==> src/rtl/multicycle_control_if.sv <==
// ---------------------------------------------------------------------------
// multicycle_control_if
// Purpose : bundles the instruction/status inputs and control strobes that
//           connect the multicycle control unit to its datapath.
// Signals :
//   Instr         32          instruction from the instruction register
//   Zero          1           ALU zero flag
//   Mem_Ready     1           data-memory access complete
//   IR_LdEn       1           load instruction register
//   PC_Sel        1           0 = PC+4, 1 = branch target
//   PC_LdEn       1           load PC
//   RF_WrEn       1           register file write
//   RF_WrData_sel 1           0 = memory data, 1 = ALU result
//   RF_B_sel      1           B read-port select
//   ALU_Bin_sel   1           0 = register, 1 = immediate
//   ALU_func      ALU_FUNC_W  ALU operation
//   Mem_RdEn      1           data-memory read request
//   Mem_WrEn      1           data-memory write request
//   Byte_Op       1           byte access (lb/sb)
//   Mem_Err       1           sticky memory timeout flag
//   Instr_Count   CNT_W       retired instruction count
// Modports:
//   master - datapath side: drives Instr/Zero/Mem_Ready, receives strobes
//   slave  - control unit side: receives Instr/Zero/Mem_Ready, drives strobes
// ---------------------------------------------------------------------------
interface multicycle_control_if #(
  parameter int ALU_FUNC_W = 4,
  parameter int CNT_W      = 16
);
  logic [31:0]           Instr;
  logic                  Zero;
  logic                  Mem_Ready;
  logic                  IR_LdEn;
  logic                  PC_Sel;
  logic                  PC_LdEn;
  logic                  RF_WrEn;
  logic                  RF_WrData_sel;
  logic                  RF_B_sel;
  logic                  ALU_Bin_sel;
  logic [ALU_FUNC_W-1:0] ALU_func;
  logic                  Mem_RdEn;
  logic                  Mem_WrEn;
  logic                  Byte_Op;
  logic                  Mem_Err;
  logic [CNT_W-1:0]      Instr_Count;

  modport master (
    output Instr, Zero, Mem_Ready,
    input  IR_LdEn, PC_Sel, PC_LdEn, RF_WrEn, RF_WrData_sel, RF_B_sel,
           ALU_Bin_sel, ALU_func, Mem_RdEn, Mem_WrEn, Byte_Op, Mem_Err,
           Instr_Count
  );

  modport slave (
    input  Instr, Zero, Mem_Ready,
    output IR_LdEn, PC_Sel, PC_LdEn, RF_WrEn, RF_WrData_sel, RF_B_sel,
           ALU_Bin_sel, ALU_func, Mem_RdEn, Mem_WrEn, Byte_Op, Mem_Err,
           Instr_Count
  );
endinterface

==> src/rtl/multicycle_control.sv <==
// ---------------------------------------------------------------------------
// multicycle_control
// Purpose : control FSM of a multicycle CPU (IF -> DEC -> EXEC -> MEM/WB).
//           Strobes are combinational decodes of the state register and the
//           opcode/funct fields latched in DEC. Memory accesses are guarded by
//           a wait counter; an access that never completes sets the sticky
//           Mem_Err flag and retires the instruction without write-back.
// Ports   :
//   Clk     in  rising-edge clock
//   Reset_n in  asynchronous active-low reset
//   bus     multicycle_control_if.slave (Instr/Zero/Mem_Ready in, strobes,
//           Mem_Err and Instr_Count out)
// Parameters:
//   ALU_FUNC_W  width of ALU_func and the R-type funct field
//   CNT_W       width of the retired-instruction counter
//   MEM_TMO     cycles without Mem_Ready before an access is aborted
// Build option:
//   MC_ILLEGAL_TRAP_EN  unlisted opcodes lock the FSM in TRAP until reset;
//                       when undefined they execute as a 3-cycle NOP.
// ---------------------------------------------------------------------------
module multicycle_control #(
  parameter int ALU_FUNC_W = 4,
  parameter int CNT_W      = 16,
  parameter int MEM_TMO    = 15
) (
  input logic Clk,
  input logic Reset_n,
  multicycle_control_if.slave bus
);

  localparam int WAIT_W = (MEM_TMO > 0) ? $clog2(MEM_TMO + 1) : 1;

  localparam logic [5:0] OP_RTYPE = 6'b100000;
  localparam logic [5:0] OP_ADDI  = 6'b110000;
  localparam logic [5:0] OP_LI    = 6'b111000;
  localparam logic [5:0] OP_ANDI  = 6'b110010;
  localparam logic [5:0] OP_ORI   = 6'b110011;
  localparam logic [5:0] OP_LW    = 6'b001111;
  localparam logic [5:0] OP_LB    = 6'b000011;
  localparam logic [5:0] OP_SW    = 6'b011111;
  localparam logic [5:0] OP_SB    = 6'b000111;
  localparam logic [5:0] OP_B     = 6'b111111;
  localparam logic [5:0] OP_BEQ   = 6'b000000;
  localparam logic [5:0] OP_BNE   = 6'b000001;

  typedef enum logic [2:0] {
    S_IF,
    S_DEC,
    S_EXEC,
    S_MEM,
    S_WB
`ifdef MC_ILLEGAL_TRAP_EN
    , S_TRAP
`endif
  } state_t;

  state_t                r_state;
  logic [5:0]            r_opcode;
  logic [ALU_FUNC_W-1:0] r_func;
  logic [WAIT_W-1:0]     r_wait;
  logic                  r_memErr;
  logic [CNT_W-1:0]      r_instrCount;

  logic                  w_timeout;
  logic                  w_irLdEn;
  logic                  w_pcSel;
  logic                  w_pcLdEn;
  logic                  w_rfWrEn;
  logic                  w_rfWrDataSel;
  logic                  w_rfBSel;
  logic                  w_aluBinSel;
  logic [ALU_FUNC_W-1:0] w_aluFunc;
  logic                  w_memRdEn;
  logic                  w_memWrEn;
  logic                  w_byteOp;
  logic                  w_unusedInstr;

  function automatic logic isLoad(input logic [5:0] op);
    return (op == OP_LW) || (op == OP_LB);
  endfunction

  function automatic logic isStore(input logic [5:0] op);
    return (op == OP_SW) || (op == OP_SB);
  endfunction

  function automatic logic isBranch(input logic [5:0] op);
    return (op == OP_B) || (op == OP_BEQ) || (op == OP_BNE);
  endfunction

  function automatic logic isAluOp(input logic [5:0] op);
    return (op == OP_RTYPE) || (op == OP_ADDI) || (op == OP_LI) ||
           (op == OP_ANDI) || (op == OP_ORI);
  endfunction

  function automatic logic isLegal(input logic [5:0] op);
    return isLoad(op) || isStore(op) || isBranch(op) || isAluOp(op);
  endfunction

  // Stores read the data register and branches read the compare register
  // through the B port, so those opcodes steer RF_B_sel in DEC.
  function automatic logic usesRdAsB(input logic [5:0] op);
    return isStore(op) || (op == OP_BEQ) || (op == OP_BNE);
  endfunction

  function automatic logic usesImm(input logic [5:0] op);
    return isLoad(op) || isStore(op) || (op == OP_ADDI) || (op == OP_LI) ||
           (op == OP_ANDI) || (op == OP_ORI);
  endfunction

  function automatic logic [ALU_FUNC_W-1:0] aluFuncOf(
    input logic [5:0]            op,
    input logic [ALU_FUNC_W-1:0] fn
  );
    logic [ALU_FUNC_W-1:0] f;
    f = '0;
    case (op)
      OP_RTYPE:       f = fn;
      OP_ANDI:        f = ALU_FUNC_W'(2);
      OP_ORI:         f = ALU_FUNC_W'(3);
      OP_BEQ, OP_BNE: f = ALU_FUNC_W'(1);
      default:        f = '0;
    endcase
    return f;
  endfunction

  // Only the opcode and funct fields matter to control; the rest of the
  // instruction word is reduced here so it is visibly accounted for.
  assign w_unusedInstr = ^bus.Instr;

  assign w_timeout = (r_wait == WAIT_W'(MEM_TMO));

  // Strobe decode. Everything defaults to 0 and each state raises only its
  // own strobes. Gating with Reset_n keeps IR_LdEn (state IF) from showing
  // while reset is held and kills a memory strobe the moment reset drops.
  always_comb begin
    w_irLdEn      = 1'b0;
    w_pcSel       = 1'b0;
    w_pcLdEn      = 1'b0;
    w_rfWrEn      = 1'b0;
    w_rfWrDataSel = 1'b0;
    w_rfBSel      = 1'b0;
    w_aluBinSel   = 1'b0;
    w_aluFunc     = '0;
    w_memRdEn     = 1'b0;
    w_memWrEn     = 1'b0;
    w_byteOp      = 1'b0;
    if (Reset_n) begin
      case (r_state)
        S_IF:  w_irLdEn = 1'b1;
        // The opcode is not latched until the end of DEC, so RF_B_sel
        // decodes the live instruction register.
        S_DEC: w_rfBSel = usesRdAsB(bus.Instr[31:26]);
        S_EXEC: begin
          w_aluFunc   = aluFuncOf(r_opcode, r_func);
          w_aluBinSel = usesImm(r_opcode);
          if (r_opcode == OP_B) begin
            w_pcLdEn = 1'b1;
            w_pcSel  = 1'b1;
          end else if (r_opcode == OP_BEQ) begin
            w_pcLdEn = 1'b1;
            w_pcSel  = bus.Zero;
          end else if (r_opcode == OP_BNE) begin
            w_pcLdEn = 1'b1;
            w_pcSel  = ~bus.Zero;
          end else if (!isLegal(r_opcode)) begin
            w_pcLdEn = 1'b1;
          end
        end
        S_MEM: begin
          w_memRdEn = isLoad(r_opcode);
          w_memWrEn = isStore(r_opcode);
          w_byteOp  = (r_opcode == OP_LB) || (r_opcode == OP_SB);
          // Ready wins over a coincident timeout; a store retires here,
          // a load moves on to WB. A timeout retires either kind.
          if (bus.Mem_Ready) begin
            w_pcLdEn = isStore(r_opcode);
          end else if (w_timeout) begin
            w_pcLdEn = 1'b1;
          end
        end
        S_WB: begin
          w_rfWrEn      = 1'b1;
          w_pcLdEn      = 1'b1;
          w_rfWrDataSel = ~isLoad(r_opcode);
        end
        default: ;
      endcase
    end
  end

  // State sequencing plus the latched fields, memory wait counter, sticky
  // error flag and retirement counter. Every instruction retires on its
  // single PC_LdEn cycle, so that strobe drives the counter directly.
  always_ff @(posedge Clk or negedge Reset_n) begin
    if (!Reset_n) begin
      r_state      <= S_IF;
      r_opcode     <= '0;
      r_func       <= '0;
      r_wait       <= '0;
      r_memErr     <= 1'b0;
      r_instrCount <= '0;
    end else begin
      if (w_pcLdEn) begin
        r_instrCount <= r_instrCount + CNT_W'(1);
      end
      case (r_state)
        S_IF: r_state <= S_DEC;
        S_DEC: begin
          r_opcode <= bus.Instr[31:26];
          r_func   <= bus.Instr[ALU_FUNC_W-1:0];
          r_state  <= S_EXEC;
`ifdef MC_ILLEGAL_TRAP_EN
          if (!isLegal(bus.Instr[31:26])) begin
            r_state <= S_TRAP;
          end
`endif
        end
        S_EXEC: begin
          r_wait <= '0;
          if (isLoad(r_opcode) || isStore(r_opcode)) begin
            r_state <= S_MEM;
          end else if (isAluOp(r_opcode)) begin
            r_state <= S_WB;
          end else begin
            r_state <= S_IF;
          end
        end
        S_MEM: begin
          if (bus.Mem_Ready) begin
            r_state <= isLoad(r_opcode) ? S_WB : S_IF;
          end else if (w_timeout) begin
            r_memErr <= 1'b1;
            r_state  <= S_IF;
          end else begin
            r_wait <= r_wait + WAIT_W'(1);
          end
        end
        S_WB: r_state <= S_IF;
`ifdef MC_ILLEGAL_TRAP_EN
        S_TRAP: r_state <= S_TRAP;
`endif
        default: r_state <= S_IF;
      endcase
    end
  end

  assign bus.IR_LdEn       = w_irLdEn;
  assign bus.PC_Sel        = w_pcSel;
  assign bus.PC_LdEn       = w_pcLdEn;
  assign bus.RF_WrEn       = w_rfWrEn;
  assign bus.RF_WrData_sel = w_rfWrDataSel;
  assign bus.RF_B_sel      = w_rfBSel;
  assign bus.ALU_Bin_sel   = w_aluBinSel;
  assign bus.ALU_func      = w_aluFunc;
  assign bus.Mem_RdEn      = w_memRdEn;
  assign bus.Mem_WrEn      = w_memWrEn;
  assign bus.Byte_Op       = w_byteOp;
  assign bus.Mem_Err       = r_memErr;
  assign bus.Instr_Count   = r_instrCount;

endmodule

==> src/flat_wrapper.sv <==
// flat-port wrapper written by rule: the top's interface ports become plain ports
module multicycle_control_flat 
#(
  parameter int ALU_FUNC_W = 4,
  parameter int CNT_W      = 16,
  parameter int MEM_TMO    = 15
)
  (Clk, Reset_n, bus_Instr, bus_Zero, bus_Mem_Ready, bus_IR_LdEn, bus_PC_Sel, bus_PC_LdEn, bus_RF_WrEn, bus_RF_WrData_sel, bus_RF_B_sel, bus_ALU_Bin_sel, bus_ALU_func, bus_Mem_RdEn, bus_Mem_WrEn, bus_Byte_Op, bus_Mem_Err, bus_Instr_Count);
  multicycle_control_if #(.ALU_FUNC_W(ALU_FUNC_W), .CNT_W(CNT_W)) bus_i ();
  input logic Clk;
  input logic Reset_n;
  input wire logic [$bits(bus_i.Instr)-1:0] bus_Instr;
  input wire logic [$bits(bus_i.Zero)-1:0] bus_Zero;
  input wire logic [$bits(bus_i.Mem_Ready)-1:0] bus_Mem_Ready;
  output wire logic [$bits(bus_i.IR_LdEn)-1:0] bus_IR_LdEn;
  output wire logic [$bits(bus_i.PC_Sel)-1:0] bus_PC_Sel;
  output wire logic [$bits(bus_i.PC_LdEn)-1:0] bus_PC_LdEn;
  output wire logic [$bits(bus_i.RF_WrEn)-1:0] bus_RF_WrEn;
  output wire logic [$bits(bus_i.RF_WrData_sel)-1:0] bus_RF_WrData_sel;
  output wire logic [$bits(bus_i.RF_B_sel)-1:0] bus_RF_B_sel;
  output wire logic [$bits(bus_i.ALU_Bin_sel)-1:0] bus_ALU_Bin_sel;
  output wire logic [$bits(bus_i.ALU_func)-1:0] bus_ALU_func;
  output wire logic [$bits(bus_i.Mem_RdEn)-1:0] bus_Mem_RdEn;
  output wire logic [$bits(bus_i.Mem_WrEn)-1:0] bus_Mem_WrEn;
  output wire logic [$bits(bus_i.Byte_Op)-1:0] bus_Byte_Op;
  output wire logic [$bits(bus_i.Mem_Err)-1:0] bus_Mem_Err;
  output wire logic [$bits(bus_i.Instr_Count)-1:0] bus_Instr_Count;
  assign bus_i.Instr = bus_Instr;
  assign bus_i.Zero = bus_Zero;
  assign bus_i.Mem_Ready = bus_Mem_Ready;
  assign bus_IR_LdEn = bus_i.IR_LdEn;
  assign bus_PC_Sel = bus_i.PC_Sel;
  assign bus_PC_LdEn = bus_i.PC_LdEn;
  assign bus_RF_WrEn = bus_i.RF_WrEn;
  assign bus_RF_WrData_sel = bus_i.RF_WrData_sel;
  assign bus_RF_B_sel = bus_i.RF_B_sel;
  assign bus_ALU_Bin_sel = bus_i.ALU_Bin_sel;
  assign bus_ALU_func = bus_i.ALU_func;
  assign bus_Mem_RdEn = bus_i.Mem_RdEn;
  assign bus_Mem_WrEn = bus_i.Mem_WrEn;
  assign bus_Byte_Op = bus_i.Byte_Op;
  assign bus_Mem_Err = bus_i.Mem_Err;
  assign bus_Instr_Count = bus_i.Instr_Count;
  multicycle_control #(.ALU_FUNC_W(ALU_FUNC_W), .CNT_W(CNT_W), .MEM_TMO(MEM_TMO)) u_core (.Clk(Clk), .Reset_n(Reset_n), .bus(bus_i));
endmodule
==> config.mk <==
export PLATFORM = sky130hd
export DESIGN_NAME = multicycle_control_flat
export DESIGN_NICKNAME = d
export VERILOG_FILES = /design/src/rtl/multicycle_control_if.sv /design/src/rtl/multicycle_control.sv /design/src/flat_wrapper.sv
export SDC_FILE = /design/constraint.sdc
export NUM_CORES = 1
export LEC_CHECK = 0
export CAP_MARGIN = 20
export CORE_UTILIZATION = 25
export DETAILED_ROUTE_END_ITERATION = 16
export SYNTH_ARGS = -nofsm -noshare
export SYNTH_HDL_FRONTEND = slang
export SYNTH_SLANG_ARGS = --single-unit
==> constraint.sdc <==
create_clock -name Clk -period 3.05 [get_ports Clk]
set_input_delay 0.7625 -clock Clk [delete_from_list [all_inputs] [get_ports Clk]]
set_output_delay 0.7625 -clock Clk [all_outputs]
set_load 0.01 [all_outputs]
### Yosys cells after proc, flatten, opt, wreduce, memory -nomap -nowiden

Index checks and enable logic that the tools add are counted.
W data, S select, Z words.

* register bits: 34
* input port bits: 36
* output and inout bits: 31
* word-level logic and storage cells: 100

* add/sub/neg operators: 2
* equality and inequality tests: 22
* multiplexer cells: 41
* bitwise logic cells: 3
* reduce and logical (&&, ||, !) cells: 26

Operators by type and width (count)
* $eq A6 B6 Y1 const B: 6
* $mux W1: 28
* $logic_or A1 B1 Y1: 19
* $add A16 B1 Y16 const B: 1
* $mux W4: 4
* $pmux W4 S4: 1
* $mux W3: 5
* $eq A6 B1 Y1 const B: 2
* $eq A6 B3 Y1 const B: 2
* $eq A6 B5 Y1 const B: 2
* $logic_not A6 Y1: 2
* $pmux W3 S4: 1
* $pmux W4 S2: 1
* $eq A3 B2 Y1 const B: 2
* $eq A6 B2 Y1 const B: 1
* $eq A6 B4 Y1 const B: 1
* $reduce_and A3 Y1: 2
* $add A4 B1 Y4 const B: 1
* $eq A4 B4 Y1 const B: 1
* $ne A2 B2 Y1 const B: 2
* $eq A3 B1 Y1 const B: 1
* $eq A3 B3 Y1 const B: 1
* $logic_not A3 Y1: 1
* $ne A3 B2 Y1 const B: 1
* other kinds (4): 6

### Logic depth before layout (Yosys ltp)

* depth after elaboration: 12
* mapped depth: 7

### Least setup slack after synthesis

OpenSTA, ideal clock, no wires.

* path kind: input -> output
* start point: input port Reset_n
* end point: output port bus_ALU_func[0]
* arrival: 2.012 ns
* data required time: 2.288 ns
* slack: 0.275 ns
* stages: 5
* path buffers: 1
* cells stage by stage: buf_2 > inv_1 > or3_1 > nor3_1 > a21boi_0

* longest elaborated chain between the ends: 1

Ends and longest elaborated chain
* start: declaration: RTL line flat_wrapper.sv:11 `input logic Reset_n;`
* $mux W4: RTL line multicycle_control.sv:147 `if (Reset_n) begin`
* end: declaration: RTL line flat_wrapper.sv:22 `output wire logic [$bits(bus_i.ALU_func)-1:0] bus_ALU_func;`

No other way between the ends.

### Worst setup path in the final report

* start point: register u_core.r_opcode[3]
* end point: output port bus_Mem_RdEn

* longest elaborated chain between the ends: 4
* elaborated cells on any way between the ends: 5

Ends and longest elaborated chain
* start: declaration: RTL line multicycle_control.sv:58 `logic [5:0] r_opcode;`
* start signal: assignment: RTL line multicycle_control.sv:209 `r_opcode <= bus.Instr[31:26];`
* $eq A6 B4 Y1 or $eq A6 B2 Y1 (tied branches): RTL line multicycle_control.sv:79 `return (op == OP_LW) || (op == OP_LB);`
* $logic_or A1 B1 Y1 (*): RTL line multicycle_control.sv:79
* $mux W1 (*): RTL line multicycle_control.sv:148 `case (r_state)`
* $mux W1 (*): RTL line multicycle_control.sv:147
* end: declaration: RTL line flat_wrapper.sv:23 `output wire logic [$bits(bus_i.Mem_RdEn)-1:0] bus_Mem_RdEn;`

Mark *: on every way between the ends. The rest lies on a longest branch, timed or not.

==> PnR_summary.wiki <==
{| class="wikitable"
! Metric !! Value
|-
| Maximum frequency from static timing analysis || 0.335 GHz
|-
| Area of the die || 0.00877 sq mm
|-
| Site Rows || 33
|-
| FF-to-FF path depth || 6
|-
| Leakage Power || 1.20 nW
|-
| Synth Flop Type || sky130_fd_sc_hd__dfrtp_1
|-
| Period utilisation layout || 97.9%
|-
| Total instance count after detailed placement || 367
|-
| Post-Route Skew || 0.00498 ns
|-
| Top area cells in the synthesized netlist || sky130_fd_sc_hd__dfrtp_1 (41%), sky130_fd_sc_hd__xnor2_1 (5.4%), sky130_fd_sc_hd__mux2_2 (4.3%)
|-
| Minimum period implied by the final worst setup slack || 2.99 ns
|-
| Fraction of final layout cells sized beyond drive strength 1 || 26.7%
|-
| Fin nets || 308
|-
| Top-level port count || 67
|-
| Final Non-Filler Cells || 375
|-
| Max Slew Vio Count || 0
|-
| Finish-stage setup viols || 0
|-
| DRT iter0 DRCs || 77
|-
| Global-route usage over all layers || 12.8%
|-
| Mapped Nets || 242
|-
| Via count normalized by instance count || 4.78
|-
| Max-slew headroom at the worst pin || 66.3%
|-
| Number of levels the H-tree was split into || 2
|-
| Antenna Violating Nets Remaining || 0
|-
| Slack of the worst reg-to-reg path || 0.93 ns
|-
| Horiz. Die Dim || 93.7 microns
|-
| Worst-Margin Slew || 0.506 ns
|-
| Area growth from synthesis to final layout || 38.7%
|-
| Final HPWL DP || 3840 microns
|-
| Startpoint of the tightest hold check path || u_core.bus.Instr_Count[15]
|-
| Cell taking the most area after synthesis || sky130_fd_sc_hd__dfrtp_1
|-
| Number of search-and-repair iterations in the first detailed-routing pass || 4
|-
| Worst VDD drop || 219 uV
|-
| Count of synthesis-stage warnings from yosys || 0
|-
| Pin count of the biggest net entering global routing || 42
|-
| Number of standard cells after synthesis || 204
|-
| Commonest cells in the netlist || sky130_fd_sc_hd__dfrtp_1 (34), sky130_fd_sc_hd__nor2_1 (16), sky130_fd_sc_hd__nand2_1 (15)
|-
| Clock tree from TritonCTS || yes
|-
| Status || complete, no violations
|-
| Data required time of the worst path || 2.29 ns
|-
| Type of the most critical hold path || reg2reg
|-
| Worst-Skew Late Latency || 0.28 ns
|-
| Count of buffers from port buffering || 44
|-
| Wire length of the first global-routing pass || 8830 microns
|-
| Most frequent cell after synthesis || sky130_fd_sc_hd__dfrtp_1
|-
| Die height || 93.7 microns
|-
| Via count || 1792
|-
| Sort of element at the end of the critical path || primary output
|-
| CTS buffer count || 5
|-
| Initial core utilization || 25.7%
|-
| Destination of the worst register-to-register timing path || u_core.bus.Instr_Count[6]
|-
| Launching element type of the critical path || register
|-
| Maximum clock insertion buffer count || 2
|-
| Finished Cell Area || 0.00291 sq mm
|-
| End point of the most critical hold path || u_core.bus.Instr_Count[15]
|-
| Routed wire length || 5140 microns
|-
| Filler instances || 859
|-
| Max-capacitance violation count || 0
|-
| Worst-path fanout max || 10
|-
| Crit path kind || reg2out
|-
| Routed wire per std cell || 13.7 microns
|-
| Number of cells on the worst hold path || 1
|-
| Total of flip-flops plus latches after synthesis || 34
|-
| Sequential-to-total area share from yosys stat || 40.5%
|-
| Placed standard-cell area || 0.00279 sq mm
|-
| Avg Synthesized Cell Area || 10.3 sq um
|-
| Antenna cells || 0
|-
| Clock input transition at the sequential cells of the worst setup and hold paths || 0.07 ns
|-
| Reg-to-reg startpoint || u_core.r_opcode[3]
|-
| Number of distinct library cells after synthesis || 54
|-
| Number of enable-type register cells in the synthesized netlist || 0
|-
| Unrepaired setup endpoints after global routing || no
|-
| Final Hold Fails || 0
|-
| Share of async-settable or async-resettable flops after synthesis || 100%
|-
| Area fraction of the dominant cell type after synthesis || 40.5%
|-
| Residual DRC || 0
|-
| Data arrival time of the critical path || 2.22 ns
|-
| Placer's final routability congestion estimate || 0.821
|-
| TritonCTS Sinks || 34
|-
| Total gr overflow || 0
|-
| Area inside the core boundary || 0.00818 sq mm
|-
| Number of global-route vias before repair || 1749
|-
| Antenna violations before repair || 0
|-
| Number of buffers inserted by hold repair at cts || 0
|-
| Cell chosen for the clock root || sky130_fd_sc_hd__clkbuf_8
|-
| PD cells || 730 mW/mm^2
|-
| Netlist Area Pre-Place || 0.00210 sq mm
|}
state kept, by name, indices dropped and copies added, names as in the netlist:
name                    flops
u_core.bus.Instr_Count     16
u_core.bus.Mem_Err          1
u_core.r_state              3
u_core.r_opcode             6
u_core.r_func               4
u_core.r_wait               4
stage by stage:
step           worst slack, ns  utilization [%]  TNS [ns]  total power [mW]  hold slack, ns
3_3_place_gp            -0.434             34.1     -1.25              1.77           0.458
6_report                0.0632             35.6         0              2.13           0.473
3_5_place_dp            -0.451             34.1     -1.20              1.80           0.459
2_1_floorplan            0.275                -         0              1.47           0.467
5_1_grt                0.00124             35.6         0              2.29           0.501
4_1_cts               -0.00167             35.4  -0.00167              2.14           0.474
repair_timing:
item	4_1_cts	5_1_grt
setup endpoints to repair	10	7
buffers inserted	0	2
resized for setup	19	4
pin swaps	3	2
critical path, cell delays in order, from the launching register on:
cell and delay [ns]:
sky130_fd_sc_hd__dfrtp_2 0.50, sky130_fd_sc_hd__nor2b_2 0.22, sky130_fd_sc_hd__or4_1 0.57, sky130_fd_sc_hd__nor2_1 0.12, sky130_fd_sc_hd__clkdlybuf4s50_1 0.54
worst max path at each step:
| stage | slack [ns] | to | from | cells past startpoint |
|---|---|---|---|---|
| global route | 0.001 | bus_Mem_RdEn | u_core.r_opcode[3] | 4 |
| global placement | -0.43 | bus_RF_B_sel | bus_Instr[29] | 6 |
| finish | 0.06 | bus_Mem_RdEn | u_core.r_opcode[3] | 4 |
| floorplan | 0.28 | bus_ALU_func[0] | Reset_n | 5 |
| detailed placement | -0.45 | bus_RF_B_sel | bus_Instr[29] | 6 |
| CTS | -0.002 | bus_Mem_RdEn | u_core.r_opcode[3] | 4 |
placed cells by master, fill, tap and decap left out, drive strengths merged, types with 6 or more instances in the layout:
| master | instances |
|---|---|
| xor2 | 6 |
| nand3 | 8 |
| buf | 28 |
| xnor2 | 13 |
| clkbuf | 8 |
| nor2 | 16 |
| o311ai | 8 |
| clkdlybuf4s50 | 35 |
| nand2 | 15 |
| mux2 | 9 |
| nand4 | 6 |
| o21ai | 6 |
| dfrtp | 34 |
| nor3 | 7 |
| inv | 9 |
metal layers:
metal	global-route usage, %	wire [microns]	vias to the layer above	part of all wire, %
met1	17.6	2490	869	48
met4	3.85	66	0	1.3
met5	0	0	-	0
met2	20.0	2370	35	46
li1	-	-	882	-
met3	2.91	225	6	4.4
cells by family after synthesis:
group	after synthesis	synth area share, %
fa+ha+maj	2	1.19
xor+xnor	19	7.92
mux	9	5.00
buf+inv	20	4.76
simple gates	80	21.8
compound gates	40	18.8
flops	34	40.5
area by class of cell:
cell class	count	area (sq um)	area share [%]
Inverter	9	33.8	1.16
Tap cell	105	131	4.51
Timing Repair Buffer	70	617	21.2
Sequential cell	34	853	29.3
Clock buffer	7	76.3	2.62
Multi-Input combinational cell	150	1200	41.3
where the power goes:
| part | switching (mW) | internal [mW] |
|---|---|---|
| Clock | 0.156 | 0.157 |
| Sequential | 0.164 | 0.588 |
| Combinational | 0.536 | 0.528 |
No activity file was read; power rests on OpenSTA's default activity.
